<file path="src/rtl/sw_debounce_if.sv">
// Switch-conditioning bus between the board pins/firmware side and the debouncer.
// The master side drives the raw pins and the clear strobes. The slave side,
// which is the debouncer, returns the conditioned levels, the pulses and the flags.
interface sw_debounce_if #(
  parameter int WIDTH = 4
);
  logic [WIDTH-1:0] SW_IN;
  logic [WIDTH-1:0] CHG_CLR;
  logic [WIDTH-1:0] SW_OUT;
  logic [WIDTH-1:0] SW_RISE;
  logic [WIDTH-1:0] SW_FALL;
  logic [WIDTH-1:0] SW_CHANGED;

  modport master (
    output SW_IN,
    output CHG_CLR,
    input  SW_OUT,
    input  SW_RISE,
    input  SW_FALL,
    input  SW_CHANGED
  );

  modport slave (
    input  SW_IN,
    input  CHG_CLR,
    output SW_OUT,
    output SW_RISE,
    output SW_FALL,
    output SW_CHANGED
  );
endinterface

</file>
<file path="src/rtl/sw_debounce.sv">
// Per-bit slide-switch debouncer. The raw pins pass through a 2-flop
// synchroniser. A saturating stability counter then accepts a new level only
// after DB_CYCLES consecutive cycles of disagreement with the current level.
// Each accepted change produces a one-cycle rise or fall pulse and sets a
// sticky change flag, which firmware clears per bit.
module sw_debounce #(
  parameter int WIDTH     = 4,
  parameter int DB_CYCLES = 500000,
  parameter int CNT_W     = 24
) (
  input logic         CLK_50,
  input logic         RESET,
  sw_debounce_if.slave bus
);
  localparam logic [CNT_W-1:0] LAST = CNT_W'(DB_CYCLES - 1);

  logic [WIDTH-1:0] s1;
  logic [WIDTH-1:0] s2;
  logic [CNT_W-1:0] cnt [WIDTH];
  logic [WIDTH-1:0] out_q;
  logic [WIDTH-1:0] rise_q;
  logic [WIDTH-1:0] fall_q;
  logic [WIDTH-1:0] chg_q;
  logic [WIDTH-1:0] accept;

  // Bits whose synchronised level has disagreed for long enough to be taken this edge
  always_comb begin
    accept = '0;
    for (int i = 0; i < WIDTH; i++) begin
      accept[i] = (s2[i] != out_q[i]) && (cnt[i] == LAST);
    end
  end

  // Synchroniser, stability counters, debounced level, pulses and sticky flags
  always_ff @(posedge CLK_50) begin
    if (RESET) begin
      s1     <= '0;
      s2     <= '0;
      out_q  <= '0;
      rise_q <= '0;
      fall_q <= '0;
      chg_q  <= '0;
      for (int i = 0; i < WIDTH; i++) begin
        cnt[i] <= '0;
      end
    end else begin
      s1 <= bus.SW_IN;
      s2 <= s1;
      for (int i = 0; i < WIDTH; i++) begin
        if (s2[i] == out_q[i]) begin
          // Agreement with the current level restarts the stability count.
          cnt[i] <= '0;
        end else if (accept[i]) begin
          cnt[i] <= '0;
        end else begin
          cnt[i] <= cnt[i] + CNT_W'(1);
        end
        if (accept[i]) begin
          out_q[i] <= s2[i];
        end
      end
      rise_q <= accept & s2;
      fall_q <= accept & ~s2;
      // A new transition wins over a coincident clear.
      chg_q  <= (chg_q & ~bus.CHG_CLR) | accept;
    end
  end

  assign bus.SW_OUT     = out_q;
  assign bus.SW_RISE    = rise_q;
  assign bus.SW_FALL    = fall_q;
  assign bus.SW_CHANGED = chg_q;
endmodule
</file>
<file path="src/flat_wrapper.sv">
// flat-port wrapper written by rule: the top's interface ports become plain ports
module sw_debounce_flat 
#(
  parameter int WIDTH     = 4,
  parameter int DB_CYCLES = 500000,
  parameter int CNT_W     = 24
)
  (CLK_50, RESET, bus_SW_IN, bus_CHG_CLR, bus_SW_OUT, bus_SW_RISE, bus_SW_FALL, bus_SW_CHANGED);
  sw_debounce_if #(.WIDTH(WIDTH)) bus_i ();
  input logic CLK_50;
  input logic RESET;
  input wire logic [$bits(bus_i.SW_IN)-1:0] bus_SW_IN;
  input wire logic [$bits(bus_i.CHG_CLR)-1:0] bus_CHG_CLR;
  output wire logic [$bits(bus_i.SW_OUT)-1:0] bus_SW_OUT;
  output wire logic [$bits(bus_i.SW_RISE)-1:0] bus_SW_RISE;
  output wire logic [$bits(bus_i.SW_FALL)-1:0] bus_SW_FALL;
  output wire logic [$bits(bus_i.SW_CHANGED)-1:0] bus_SW_CHANGED;
  assign bus_i.SW_IN = bus_SW_IN;
  assign bus_i.CHG_CLR = bus_CHG_CLR;
  assign bus_SW_OUT = bus_i.SW_OUT;
  assign bus_SW_RISE = bus_i.SW_RISE;
  assign bus_SW_FALL = bus_i.SW_FALL;
  assign bus_SW_CHANGED = bus_i.SW_CHANGED;
  sw_debounce #(.WIDTH(WIDTH), .DB_CYCLES(DB_CYCLES), .CNT_W(CNT_W)) u_core (.CLK_50(CLK_50), .RESET(RESET), .bus(bus_i));
endmodule
</file>
<file path="config.mk">
export PLATFORM = sky130hd
export DESIGN_NAME = sw_debounce_flat
export DESIGN_NICKNAME = d
export VERILOG_FILES = /design/src/rtl/sw_debounce_if.sv /design/src/rtl/sw_debounce.sv /design/src/flat_wrapper.sv
export SDC_FILE = /design/constraint.sdc
export NUM_CORES = 1
export LEC_CHECK = 0
export BUFFER_PORTS_ARGS = -buffer_cell sky130_fd_sc_hd__buf_2
export CAP_MARGIN = 30
export CORE_MARGIN = 2
export CORE_UTILIZATION = 55
export CTS_CLUSTER_SIZE = 25
export DETAILED_ROUTE_END_ITERATION = 12
export MAX_ROUTING_LAYER = met4
export PLACE_DENSITY_LB_ADDON = 0.12
export SETUP_SLACK_MARGIN = 0.2
export SLEW_MARGIN = 25
export SYNTH_ARGS = -nofsm -noshare
export SYNTH_HDL_FRONTEND = slang
export SYNTH_SLANG_ARGS = --single-unit
</file>
<file path="constraint.sdc">
create_clock -name CLK_50 -period 1.9 [get_ports CLK_50]
set_input_delay 0.38 -clock CLK_50 [delete_from_list [all_inputs] [get_ports CLK_50]]
set_output_delay 0.38 -clock CLK_50 [all_outputs]
set_load 0.01 [all_outputs]
</file>
# Yosys cells after proc, flatten, opt, wreduce, memory -nomap -nowiden
# Memories as Yosys holds them, arrays and structs flattened.
# Cells that the tools add are included.
# totals
reg_bits	24
latchBits	0
ramBits	96
mem_bits_ro	0
input_bits	10
out_inout_bits	16
wordCells	106
memories	1
# mem_list
name	depth	width	rd	rd_clocked_by_memory_dff	wr	line_no	rtl
u_core.cnt	4	24	4	0	4	sw_debounce.sv:19	logic [CNT_W-1:0] cnt [WIDTH];
# classes
add_sub_neg	4
n_mul	0
n_div	0
magnitude_cmp	0
eq_ne	12
shift	0
muxes	58
bitwise	18
reduce_logical	4
# ops
cell	count
2-to-1 mux 24 bit	12
adder 24 x 1 -> 24 bit (second input constant)	4
equality test 24 x 19 -> 1 bit (second input constant)	4
2-to-1 mux 1 bit	46
bitwise AND 4 bit	3
OR 1 bit	12
NOT 4 bit	2
equality test 1 bit	4
logical AND 1 bit	4
inequality test 1 bit	4
OR 4 bit	1

# Logic depth before layout (Yosys ltp)
# depth
word_depth	8
depth_mapped	6
ltp_nobuf	5

# Worst setup path after synthesis
# No wires, ideal clock.
# synth_timing
path_kind	reg2reg
from	memory u_core.cnt[1][0], in the netlist u_core.cnt[0][24]
to	memory u_core.cnt[1][20], in the netlist u_core.cnt[0][44], data pin
setup_time_ns	0.147
arrival_ns	1.921
t_required_ns	1.753
slack_ns	-0.168
path_stages_with_launch	7
n_path_buf	1
period_less_slack_ns	2.068
cell_sequence	edfxtp_1 > ha_1 > nand4_1 > or4_1 > clkbuf_1 > or4_1 > a21oi_1
# synth_lines
element	line_no
start, declared	sw_debounce.sv:19

==> summary.md <==
| Metric | Value |
|---|---|
| Clk buf depth | `2` |
| Maximum vdd drop | `663.3 uV` |
| Largest net degree at the start of global routing | `17` |
| Worst-Margin Slew | `0.4813 ns` |
| Row count | `38` |
| Skew final | `0.01067 ns` |
| Max Freq | `0.4831 GHz` |
| Most Crowded Layer GR | `met2` |
| Die height | `110.3 um` |
| Worst Setup Start Kind | `flip-flop` |
| Ys Warns | `0` |
| I/O pin total | `26` |
| GR Layer Usage met2 | `0.5250` |
| Gr ovfl total | `0` |
| Final Setup Violations | `66` |
| Hold Vio Cnt, Final | `0` |
| Static leakage | `3.385 nW` |
| Initial antenna violation count | `0` |
| Register area share after synthesis | `0.5410` |
| Initial DRC count | `490` |
| GP Congestion | `0.9193` |
| Cell area power density | `697.8 nW/um^2` |
| Clock transition at path regs | `0.05 ns` |
| Setup slack, reg-to-reg | `-0.17 ns` |
| Placed cell area | `7455 sq um` |
| Cell depth of the worst min-delay path | `2` |
| Sw frac | `0.2243` |
| Hold_sp | `bus_SW_IN[2]` |
| Worst hold path class | `in -> reg` |
| Diode count | `0` |
| FF+latch count, synth | `120` |
| Drt total wl | `19100 um` |
| Clock root cell | `clkbuf_16` |
| Final min period | `2.070 ns` |
| Met1 Use GR | `0.3355` |
| Commonest non-fill, non-tap cell in the layout | `buf_4` |
| Final ANT Viol Nets | `0` |
| Tot Pwr | `6.570 mW` |
| Failing checks | `negative setup slack` |
| Status | `finished with violations` |
| First-pass iteration count of the detailed router | `8` |
| WL per Instance | `18.86 um` |
| DRC | `0` |
| Hold buffer count at cts | `0` |
| RSZ-0062 raised after global routing | `yes` |
| First-pass GRT wire length | `27400 um` |
| Max-cap violation count | `0` |
| Setup CP Type | `reg -> reg` |
| Nets | `874` |
| Data required, critical path | `2.16 ns` |
| TritonCTS clock tree | `yes` |
| Post-synthesis cell type count | `38` |
| Input/output buffers | `25` |
| Dpl cells | `920` |
| Die W | `110.3 um` |
| Total number of vias | `6056` |
| Slew Limit Fails | `0` |
| Clk_lat worst skew | `0.42 ns` |
| Post-Layout Inst Area | `9417 sq um` |
| Clock share of power | `0.460` |
| Worst hold endpoint | `u_core.s1[2]` |
| Syn-to-layout area delta | `51.46%` |
| Mapped Cells | `615` |
| Reg2reg path depth | `6` |
| Share of layout cells above drive strength 1 | `0.3826` |
| Post-route setup slack | `-0.1701 ns` |
| Number of global-route vias before repair | `5746` |
| Cell internal pwr | `5.096 mW` |
| Hpwl dp | `9671 um` |
| Synth Area per Inst | `10.11 sq um` |
| Crit-path max FO | `6` |
| Finished Layout Cells | `1013` |
| GRT Total Usage | `0.3068` |
| Reg2Reg Launch Point | `u_core.cnt[0][24]` |
| Die area | `12170 sq um` |
| Initial core utilization | `0.5685` |
| Vias per inst | `5.978` |
| Most frequent cells in the layout | `97 x buf_4, 96 x edfxtp_1, 96 x conb_1` |
| Sequential fraction of design power | `0.463` |
| GR Util met3 | `0.07995` |
| Net switching power | `1.474 mW` |
| Hold WS | `0.1747 ns` |
| Tcrit/Tclk final | `1.090` |
| Worst r2r dst | `u_core.cnt[0][46]` |
| Core region area | `10940 sq um` |
| Worst Setup End Kind | `flip-flop` |
| H-tree Lvls | `4` |
| Rel. slew slack | `0.6750` |
| Logic pwr share | `0.077` |
| Post-Syn Area | `6217 sq um` |
| Worst EP arrival | `2.33 ns` |
| CTS Sinks | `120` |
| Inserted Clock Buffers | `17` |
state kept, by name, summed over array words and instances, names as in the netlist:
signal and flops:
u_core.bus.SW_CHANGED 4, u_core.bus.SW_FALL 4, u_core.bus.SW_OUT 4, u_core.s1 4
u_core.cnt 96, u_core.bus.SW_RISE 4, u_core.s2 4
power groups by stage:
stage	Clock [mW]	Combinational [mW]	Sequential, mW
6_report	3.03	0.504	3.04
5_1_grt	3.17	0.537	3.05
4_1_cts	3.05	0.431	3.03
3_5_place_dp	0	0.302	3.08
3_3_place_gp	0	0.294	3.07
2_1_floorplan	0	0.185	3.07
cell families after synthesis:
logic type | Yosys count | synth area share
compound gates | 95 | 0.08593
buf+inv | 45 | 0.02777
other cells | 1 | 0.0006032
mux | 1 | 0.001610
simple gates | 297 | 0.2618
flops | 120 | 0.5410
xor+xnor | 52 | 0.07325
fa+ha+maj | 4 | 0.008050
worst max path at each step:
stage / from / endpoint / slack [ns]
3_5_place_dp: u_core.cnt[0][24] / u_core.cnt[0][44] / -0.05
4_1_cts: u_core.cnt[0][72] / u_core.cnt[0][94] / -0.04
2_1_floorplan: u_core.cnt[0][53] / u_core.cnt[0][71] / -0.02
3_3_place_gp: u_core.cnt[0][25] / u_core.cnt[0][44] / -0.02
5_1_grt: u_core.cnt[0][25] / u_core.cnt[0][46] / -0.26
6_report: u_core.cnt[0][24] / u_core.cnt[0][46] / -0.17
critical path: stages (launching register included):
cell and delay, ns:
edfxtp_1 0.37, ha_2 0.20, nand4_1 0.13, or4_4 0.61, buf_6 0.15, or3_1 0.30, a21oi_1 0.15
stage by stage:
step,worst slack [ns],TNS (ns),utilization
2_1_floorplan,-0.02137,-0.05349,-
3_3_place_gp,-0.02484,-0.02484,0.6817
3_5_place_dp,-0.05450,-0.2061,0.6817
4_1_cts,-0.03915,-0.1806,0.8334
5_1_grt,-0.2571,-9.971,0.8611
6_report,-0.1701,-4.257,0.8611
cell type report:
class,instances,area (sq um)
multi-input cells,545,3877
well taps,140,175.2
clock inverters,2,8.758
fillers,531,1519
inverters,20,75.07
flip-flops and latches,120,3363
repair buffers,156,1363
clock buffers,30,554.3
metal layers:
metal  wire length (um)  part of all wire
met1               7157              0.37
met2               9750              0.51
met3               1358             0.071
met4                835             0.044
met5                  0                 0
Yosys cell counts:
cell type | number | area [sq um]
nand3b_1 | 1 | 7.510
nand3_1 | 27 | 135.1
dfxtp_1 | 24 | 480.5
or2_2 | 4 | 25.02
nand4b_1 | 1 | 8.760
and4_1 | 13 | 113.9
clkbuf_1 | 22 | 82.58
nor4_1 | 13 | 81.33
o21ai_1 | 2 | 10.01
a21oi_1 | 39 | 195.2
mux2i_1 | 1 | 10.01
o21ai_0 | 32 | 160.2
xnor2_1 | 29 | 254.0
or4b_2 | 1 | 10.01
nand4_1 | 36 | 225.2
nand2_1 | 33 | 123.9
nor4b_1 | 8 | 70.07
o41ai_1 | 1 | 8.760
conb_1 | 1 | 3.750
ha_1 | 4 | 50.05
nor3_1 | 16 | 80.08
nor2_1 | 75 | 281.5
o22ai_1 | 4 | 25.02
inv_1 | 20 | 75.07
o211ai_1 | 1 | 7.510
and3_1 | 9 | 56.30
nand4_2 | 1 | 12.51
a22o_1 | 2 | 17.52
and2_1 | 2 | 12.51
buf_2 | 3 | 15.01
nor2b_1 | 8 | 50.05
o31ai_1 | 12 | 90.09
nand2b_1 | 2 | 12.51
edfxtp_1 | 96 | 2883
or4_1 | 22 | 165.2
a2bb2o_1 | 2 | 20.02
xor2_1 | 23 | 201.4
or3_1 | 25 | 156.4
repair_timing:
item                                    in CTS  in global routing
endpoints found under the setup margin      97                109
cloned                                       9                  1
setup buffers                               39                 12
pin swaps                                   46                 37
gates resized for setup                    170                 48
No activity file was read; power rests on OpenSTA's default activity.
